--- config.mk ---
export PLATFORM = sky130hd
export DESIGN_NAME = lsu_stage
export DESIGN_NICKNAME = d
export VERILOG_FILES = /design/src/rtl/lsu_stage.sv
export SDC_FILE = /design/constraint.sdc
export NUM_CORES = 1
export LEC_CHECK = 0
export ABC_AREA = 1
export BUFFER_PORTS_ARGS = -buffer_cell sky130_fd_sc_hd__buf_2
export CAP_MARGIN = 40
export CORE_ASPECT_RATIO = 0.5
export CORE_MARGIN = 2
export CORE_UTILIZATION = 50
export CTS_CLUSTER_SIZE = 8
export DETAILED_ROUTE_END_ITERATION = 8
export GPL_TIMING_DRIVEN = 1
export PLACE_DENSITY = 0.81
export REMOVE_ABC_BUFFERS = 1
export SLEW_MARGIN = 15
export SYNTH_ARGS = -nofsm -noshare
export SYNTH_HDL_FRONTEND = slang
export SYNTH_SLANG_ARGS = --single-unit
--- constraint.sdc ---
create_clock -name clk -period 1.9 [get_ports clk]
set_input_delay 0.095 -clock clk [delete_from_list [all_inputs] [get_ports clk]]
set_output_delay 0.095 -clock clk [all_outputs]
set_load 0.01 [all_outputs]
--- src/rtl/lsu_stage.sv ---
// Memory stage after the ALU: issues one data-memory access per op over a
// req/gnt/rvalid port, aligns/extends load data and holds one writeback record.
module lsu_stage #(
  parameter int XLEN = 32
) (
  input  logic            clk,
  input  logic            rst_n,
  input  logic            in_valid,
  output logic            in_ready,
  input  logic [XLEN-1:0] in_alu_out,
  input  logic [XLEN-1:0] in_store_dat,
  input  logic [2:0]      in_funct3,
  input  logic            in_is_load,
  input  logic            in_is_store,
  input  logic [4:0]      in_rd,
  output logic            dmem_req,
  output logic [XLEN-1:0] dmem_addr,
  output logic [3:0]      dmem_be,
  output logic [XLEN-1:0] dmem_wdata,
  input  logic            dmem_gnt,
  input  logic            dmem_rvalid,
  input  logic [XLEN-1:0] dmem_rdata,
  output logic            wb_valid,
  input  logic            wb_ready,
  output logic            wb_we,
  output logic [4:0]      wb_rd,
  output logic [XLEN-1:0] wb_data,
  output logic            wb_err
);

  typedef enum logic [1:0] {IDLE, REQ, WAIT, OUT} state_t;

  state_t state, state_nxt;

  logic [1:0]      off_q;
  logic [2:0]      f3_q;
  logic            ld_q;

  logic            accept, is_mem, width_ok, misal, bad, go_mem;
  logic [1:0]      off;
  logic [3:0]      be;
  logic [XLEN-1:0] wdata, shifted, ld_data;

  assign in_ready = (state == IDLE);
  assign accept   = in_valid && in_ready;
  assign off      = in_alu_out[1:0];
  assign is_mem   = in_is_load || in_is_store;

  always_comb begin
    width_ok = 1'b0;
    if (in_is_load)
      width_ok = (in_funct3 == 3'b000) || (in_funct3 == 3'b001) || (in_funct3 == 3'b010) ||
                 (in_funct3 == 3'b100) || (in_funct3 == 3'b101);
    else
      width_ok = (in_funct3[2] == 1'b0) && (in_funct3[1:0] != 2'b11);
    misal  = ((in_funct3[1:0] == 2'b01) && off[0]) ||
             ((in_funct3[1:0] == 2'b10) && (off != 2'b00));
    bad    = is_mem && (!width_ok || misal);
    go_mem = is_mem && !bad;
  end

  // Store lanes: data replicated across the word, enables pick the lanes.
  always_comb begin
    be    = 4'b0000;
    wdata = '0;
    if (in_is_store) begin
      case (in_funct3[1:0])
        2'b00:   begin be = 4'(4'b0001 << off); wdata = {4{in_store_dat[7:0]}};  end
        2'b01:   begin be = 4'(4'b0011 << off); wdata = {2{in_store_dat[15:0]}}; end
        default: begin be = 4'b1111;            wdata = in_store_dat;            end
      endcase
    end
  end

  always_comb begin
    shifted = dmem_rdata >> {off_q, 3'b000};
    case (f3_q)
      3'b000:  ld_data = {{24{shifted[7]}},  shifted[7:0]};
      3'b001:  ld_data = {{16{shifted[15]}}, shifted[15:0]};
      3'b100:  ld_data = {24'b0, shifted[7:0]};
      3'b101:  ld_data = {16'b0, shifted[15:0]};
      default: ld_data = shifted;
    endcase
  end

  always_ff @(posedge clk or negedge rst_n) begin
    if (!rst_n) state <= IDLE;
    else        state <= state_nxt;
  end

  always_comb begin
    state_nxt = state;
    case (state)
      IDLE: if (accept)      state_nxt = go_mem ? REQ : OUT;
      REQ:  if (dmem_gnt)    state_nxt = ld_q ? WAIT : OUT;
      WAIT: if (dmem_rvalid) state_nxt = OUT;
      OUT:  if (wb_ready)    state_nxt = IDLE;
      default:               state_nxt = IDLE;
    endcase
  end

  always_ff @(posedge clk or negedge rst_n) begin
    if (!rst_n) begin
      off_q      <= '0;
      f3_q       <= '0;
      ld_q       <= 1'b0;
      dmem_req   <= 1'b0;
      dmem_addr  <= '0;
      dmem_be    <= '0;
      dmem_wdata <= '0;
      wb_valid   <= 1'b0;
      wb_we      <= 1'b0;
      wb_rd      <= '0;
      wb_data    <= '0;
      wb_err     <= 1'b0;
    end else begin
      case (state)
        IDLE: if (accept) begin
          off_q    <= off;
          f3_q     <= in_funct3;
          ld_q     <= in_is_load;
          wb_rd    <= in_rd;
          wb_err   <= bad;
          wb_data  <= in_alu_out;   // ALU result, or faulting address on error
          wb_we    <= !is_mem && (in_rd != 5'd0);
          wb_valid <= !go_mem;
          if (go_mem) begin
            dmem_req   <= 1'b1;
            dmem_addr  <= {in_alu_out[XLEN-1:2], 2'b00};
            dmem_be    <= be;
            dmem_wdata <= wdata;
          end
        end
        REQ: if (dmem_gnt) begin
          dmem_req <= 1'b0;
          if (!ld_q) wb_valid <= 1'b1;
        end
        WAIT: if (dmem_rvalid) begin
          wb_data  <= ld_data;
          wb_we    <= (wb_rd != 5'd0);
          wb_valid <= 1'b1;
        end
        OUT: if (wb_ready) wb_valid <= 1'b0;
        default: ;
      endcase
    end
  end

endmodule

# Word level (Yosys, flattened, before mapping)
# Index checks and enable logic that the tools add are counted.
word_totals:
  wordCells: 98
  inputBits: 112
  reg_bits: 115
  out_inout_bits: 110
op_classes:
  reduce_logical: 33
  bitwise_logic: 1
  n_eq_ne: 19
  n_mux: 29
  n_shift: 3
op_table:
  columns: ["operator", "n"]
  rows:
  - ["32-bit case mux with 2 select lines", 2]
  - ["32-bit case mux with 4 select lines", 1]
  - ["32-bit 2-to-1 mux", 3]
  - ["32-bit by 5-bit right shift with 32-bit output", 1]
  - ["3-bit == test, second input constant", 4]
  - ["1-bit 2-to-1 mux", 12]
  - ["2-bit 2-to-1 mux", 5]
  - ["2-bit != test, second input constant", 5]
  - ["5-bit nonzero test", 2]
  - ["2-bit case mux with 4 select lines", 1]
  - ["4-bit case mux with 2 select lines", 1]
  - ["4-bit AND reduction", 2]
  - ["1-bit logical AND", 7]
  - ["1-bit logical OR", 7]
  - ["2-bit == test, second input constant", 3]
  - ["3-bit by 1-bit == test with 1-bit output, second input constant", 2]
  - ["3-bit zero test", 2]
  - ["3-bit AND reduction", 2]
  - ["2-bit nonzero test", 3]
  - ["5-bit AND reduction", 1]
  - ["2-bit by 1-bit == test with 1-bit output, second input constant", 2]
  - ["1-bit zero test", 4]
  - ["2-bit zero test", 2]
  - ["4-bit 2-to-1 mux", 1]
  - ["other kinds (8)", 10]

# Longest topological paths before layout
depth:
  ltp_word: 14
  depth_mapped: 10
  mapped_depth_nobuf: 9

# Least setup slack after synthesis
# OpenSTA, ideal clock, no wires.
synth_timing:
  kind: "register -> register"
  start: "register state[0]"
  end: "register dmem_addr[10]"
  required_ns: 1.770
  arrival_ns: 1.605
  path_buffers: 2
  setup_time_ns: 0.130
  path_stages_with_launch: 10
  path_slack_ns: 0.165
  period_less_slack_ns: 1.735
  cell_sequence: "dfrtp_1 > inv_1 > ha_1 > nand2_2 > nor2_2 > nand3_4 > buf_6 > buf_6 > nand2_1 > o21ai_1"
synth_between:
  elab_chain_cells: 3
synth_lines:
  columns: ["item", "line_no", "source"]
  rows:
  - ["from (decl)", "33", "state_t state, state_nxt;"]
  - ["from (signal assigned)", "88", "else state <= state_nxt;"]
  - ["2-bit zero test (*)", "44", "assign in_ready = (state == IDLE);"]
  - ["named net in_ready", "9", "output logic in_ready,"]
  - ["1-bit logical AND", "45", "assign accept = in_valid && in_ready;"]
  - ["3-bit AND reduction (no source line) (*)", null, null]
  - ["to (signal assigned)", "129", "dmem_addr <= {in_alu_out[XLEN-1:2], 2'b00};"]
  - ["to (decl)", "17", "output logic [XLEN-1:0] dmem_addr,"]
# Mark *: on every way through the listed nets, which the timed path passes. The rest lies on a longest branch.
# A chain may end at the register's enable or synchronous reset.

# Worst setup path in the final report
layout_timing:
  start: "register state[0]"
  end: "register wb_data[31]"
layout_between:
  elab_chain_cells: 4
  elab_cells_between_ends: 8
  cone_classes: "3 x eq/ne; 1 x mux; 4 x reduce/logical"
layout_lines:
  columns: ["item", "line_no", "source"]
  rows:
  - ["2-bit zero test", "44, 117", null]
  - ["1-bit logical AND", "45", null]
  - ["2-bit by 1-bit != test with 1-bit output (no source line)", null, null]
  - ["3-bit AND reduction (no source line)", null, null]
  - ["to (signal assigned)", "124", "wb_data <= in_alu_out;"]
  - ["to (signal assigned)", "139", "wb_data <= ld_data;"]
  - ["to (decl)", "27", "output logic [XLEN-1:0] wb_data,"]
# Several ways; a longest one is shown, not always the timed one.

==> results.json <==
{
  "outcome": "complete, no violations",
  "num_vias": 6375,
  "dp_hpwl_um": 12350,
  "yosysSeqAreaShare_pct": 49.19,
  "synthArstFlopShare_pct": 100.0,
  "port_buffers": 219,
  "reg2reg_to": "wb_data[31]$_DFFE_PN0P_",
  "reg2regPathDepth": 8,
  "yosys_warnings": 0,
  "finalCriticalPeriod_ps": 1787,
  "grt_pass1_wl_um": 29570,
  "hold_violations": 0,
  "max_cap_violations": 0,
  "vdd_drop_max_mv": 1.004,
  "crit_path_frequent_cell": "nand2_1",
  "drt_first_pass_iters": 7,
  "slew_violations": 0,
  "crit_required_ps": 2200,
  "grt-ovfl-total": 0,
  "combPwrFrac_pct": 44.0,
  "holdWs_ps": 1.157,
  "seqPwrFrac_pct": 31.4,
  "gp_congestion": 0.9643,
  "cts-root-buf": "clkbuf_16",
  "cp_cell_sequence": "inv_1 > ha_1 > nand2_1 > o211ai_4 > buf_4 > a21oi_1 > o21ai_0 > nand2_1",
  "max_stage_delay_ps": 420,
  "finalClockSkew_ps": 6.477,
  "cts_buffer_depth": 2,
  "cts_buffers": 17,
  "min_period_over_period_pct": 94.03,
  "power.density_nw_per_um2": 1672,
  "p_int_w": 0.008050,
  "clk_latency_ps": 420,
  "setup_violations": 0,
  "critPathArrivalTime_ps": 2080,
  "critPathLaunchType": "flop",
  "rsz0062_at_grt": "yes",
  "ioPinCount": 222,
  "crit_slowest_cell": "dfrtp_1",
  "p_clk_share_pct": 24.6,
  "netlist_instances": 767,
  "antenna_left": 0,
  "vias_per_cell": 5.308,
  "rows": 27,
  "drc": 0,
  "critPathCaptureType": "flop",
  "r2r_start": "state[0]$_DFFE_PN0P_",
  "cts_tree": "done",
  "critPathKind": "reg -> reg",
  "cts_sinks": 115,
  "coreArea_um2": 11180,
  "cts.clk_slew.worst_paths_ps": 60,
  "antenna_found_initial": 0,
  "p_leak_nw": 4.432,
  "die_area_um2": 12640,
  "final.setup.tns_ps": 0,
  "worstPathMaxFanout": 27,
  "p_sw_share_pct": 41.37,
  "antenna_cells": 0,
  "grt_pass1_vias": 6182,
  "max_clock_freq_mhz": 559.7,
  "hold_end": "dmem_wdata[1]$_DFFE_PN0P_",
  "min_from": "in_store_dat[1]",
  "start_util_pct": 52.32,
  "die_h_um": 80.49,
  "wl_per_cell_um": 15.68,
  "drt_wl_total_um": 18830,
  "nFillCells": 843,
  "grt_start_max_net_pins": 69,
  "die_w_um": 157.0,
  "yosysUniqueCellTypes": 34,
  "synth_area_um2": 5851,
  "yosys_register_bits": 115,
  "syn2layout_area_growth_pct": 40.33,
  "synthFlopType": "dfrtp_1",
  "min_path_type": "in -> reg",
  "nets": 1145,
  "post_route_cells_drive_above_1_share_pct": 27.54,
  "rrSetupSlack_ps": 110,
  "whs_path_depth": 3,
  "p_sw_w": 0.005680,
  "avgSynthCellArea_um2": 7.628,
  "synth-edff-count": 0,
  "first_iter_violations": 606,
  "cts_max_level": 4,
  "grt_usage_pct": 30.37
}
## per-layer routing
layer	vias up	wire length (µm)	track usage, %
li1	3014	-	-
met1	2963	7784	36.11
met2	328	8958	51.14
met3	70	1492	8.904
met4	0	598	14.68
met5	-	0	0
## cells in the mapped netlist, types with 5 or more instances
cell        n  area share, %
and2_0      6           0.64
dfrtp_1   115             49
nand3_1    39            3.3
o21ai_1    28            2.4
nor2_1     27            1.7
inv_1      60            3.8
clkbuf_1   18            1.2
o221ai_1    8            1.2
a21oi_1    64            5.5
inv_2       5           0.32
o21ai_0    88            7.5
buf_6       5           0.96
buf_2      11           0.94
buf_4       7           0.90
nand2_1   259             17
## cells by family (layout without fill, tap and decap cells)
group,Yosys count,after routing,share of synthesized area (%)
buffers and inverters,112,386,8.554
and+or+nand+nor,340,340,23.63
DFF,115,115,49.19
adders and majority gates,4,4,0.8555
AOI/OAI and AO/OA,194,194,17.52
other,1,2,0.06410
muxes,1,1,0.1925
## power groups by stage
stage                     logic, W  clock network [W]  registers [W]
after floorplan            0.00288                  0        0.00481
after global placement     0.00566                  0        0.00425
after detailed placement   0.00585                  0        0.00428
after CTS                  0.00598            0.00340        0.00428
after global routing       0.00675            0.00351        0.00444
final                      0.00604            0.00338        0.00431
## timing repair
action | in CTS | in global routing
hold endpoints to repair | 164 | 0
buffers inserted | 0 | 0
resized for setup | 1 | 2
endpoints found under the setup margin | 3 | 22
hold buffers | 48 | 0
## cell usage in the layout (no fill, tap or decap), drive strengths merged, types with 2 or more instances in the layout
| cell type | count |
|---|---|
| dfrtp | 115 |
| clkbuf | 20 |
| o21ai | 118 |
| and2 | 7 |
| bufinv | 3 |
| o221ai | 8 |
| nand2 | 262 |
| inv | 65 |
| clkinv | 6 |
| conb | 2 |
| nor2 | 28 |
| nand3 | 41 |
| clkinvlp | 5 |
| buf | 239 |
| dlygate4sd3 | 48 |
| o211ai | 2 |
| ha | 4 |
| a21oi | 64 |
## state kept, by name, summed over array words and instances (netlist names), 2 cells and up
name        flops
f3_q            3
wb_data        32
off_q           2
dmem_be         4
dmem_wdata     32
state           2
wb_rd           5
dmem_addr      30
## through the flow
step | worst slack, ps | cells | power (W) | cell area, µm² | util [%]
after global routing | -78.64 | 1201 | 0.01470 | 8210 | 73.43
after global placement | 98.38 | 1121 | 0.009911 | 7099 | 63.49
final | 113.3 | 1201 | 0.01373 | 8210 | 73.43
after CTS | 44.52 | 1201 | 0.01365 | 8204 | 73.37
after detailed placement | 20.28 | 1121 | 0.01013 | 7099 | 63.49
after floorplan | -1211 | 723 | 0.007691 | 5605 | -
## worst max-delay path by stage
stage,from,to,slack [ps],depth (start not counted)
2_1_floorplan,state[0]$_DFFE_PN0P_,wb_we$_DFFE_PN0P_,-1210,6
4_1_cts,state[0]$_DFFE_PN0P_,dmem_be[3]$_DFFE_PN0P_,40,9
3_5_place_dp,state[0]$_DFFE_PN0P_,dmem_be[2]$_DFFE_PN0P_,20,9
5_1_grt,state[0]$_DFFE_PN0P_,wb_data[21]$_DFFE_PN0P_,-80,8
3_3_place_gp,state[0]$_DFFE_PN0P_,dmem_be[3]$_DFFE_PN0P_,100,9
6_report,state[0]$_DFFE_PN0P_,wb_data[31]$_DFFE_PN0P_,110,8
## critical path, delay by kind of cell, from the launching register on
kind                     cells  cell delay, ps
AO/OA/AOI/OAI                3             290
adder cells (fa/ha/maj)      1             300
buffers and inverters        2             450
flip-flops                   1             420
AND/OR/NAND/NOR              2             210
## final cells by class
class	count	area, µm²	area share (%)
clock inverters	12	155.1	1.890
repair buffers	287	1770	21.56
flip-flops and latches	115	2878	35.05
inverters	67	254.0	3.094
multi-input cells	541	2487	30.30
well taps	159	198.9	2.423
clock buffers	20	466.7	5.684
Note: power is estimated with default switching activity, not from simulation.
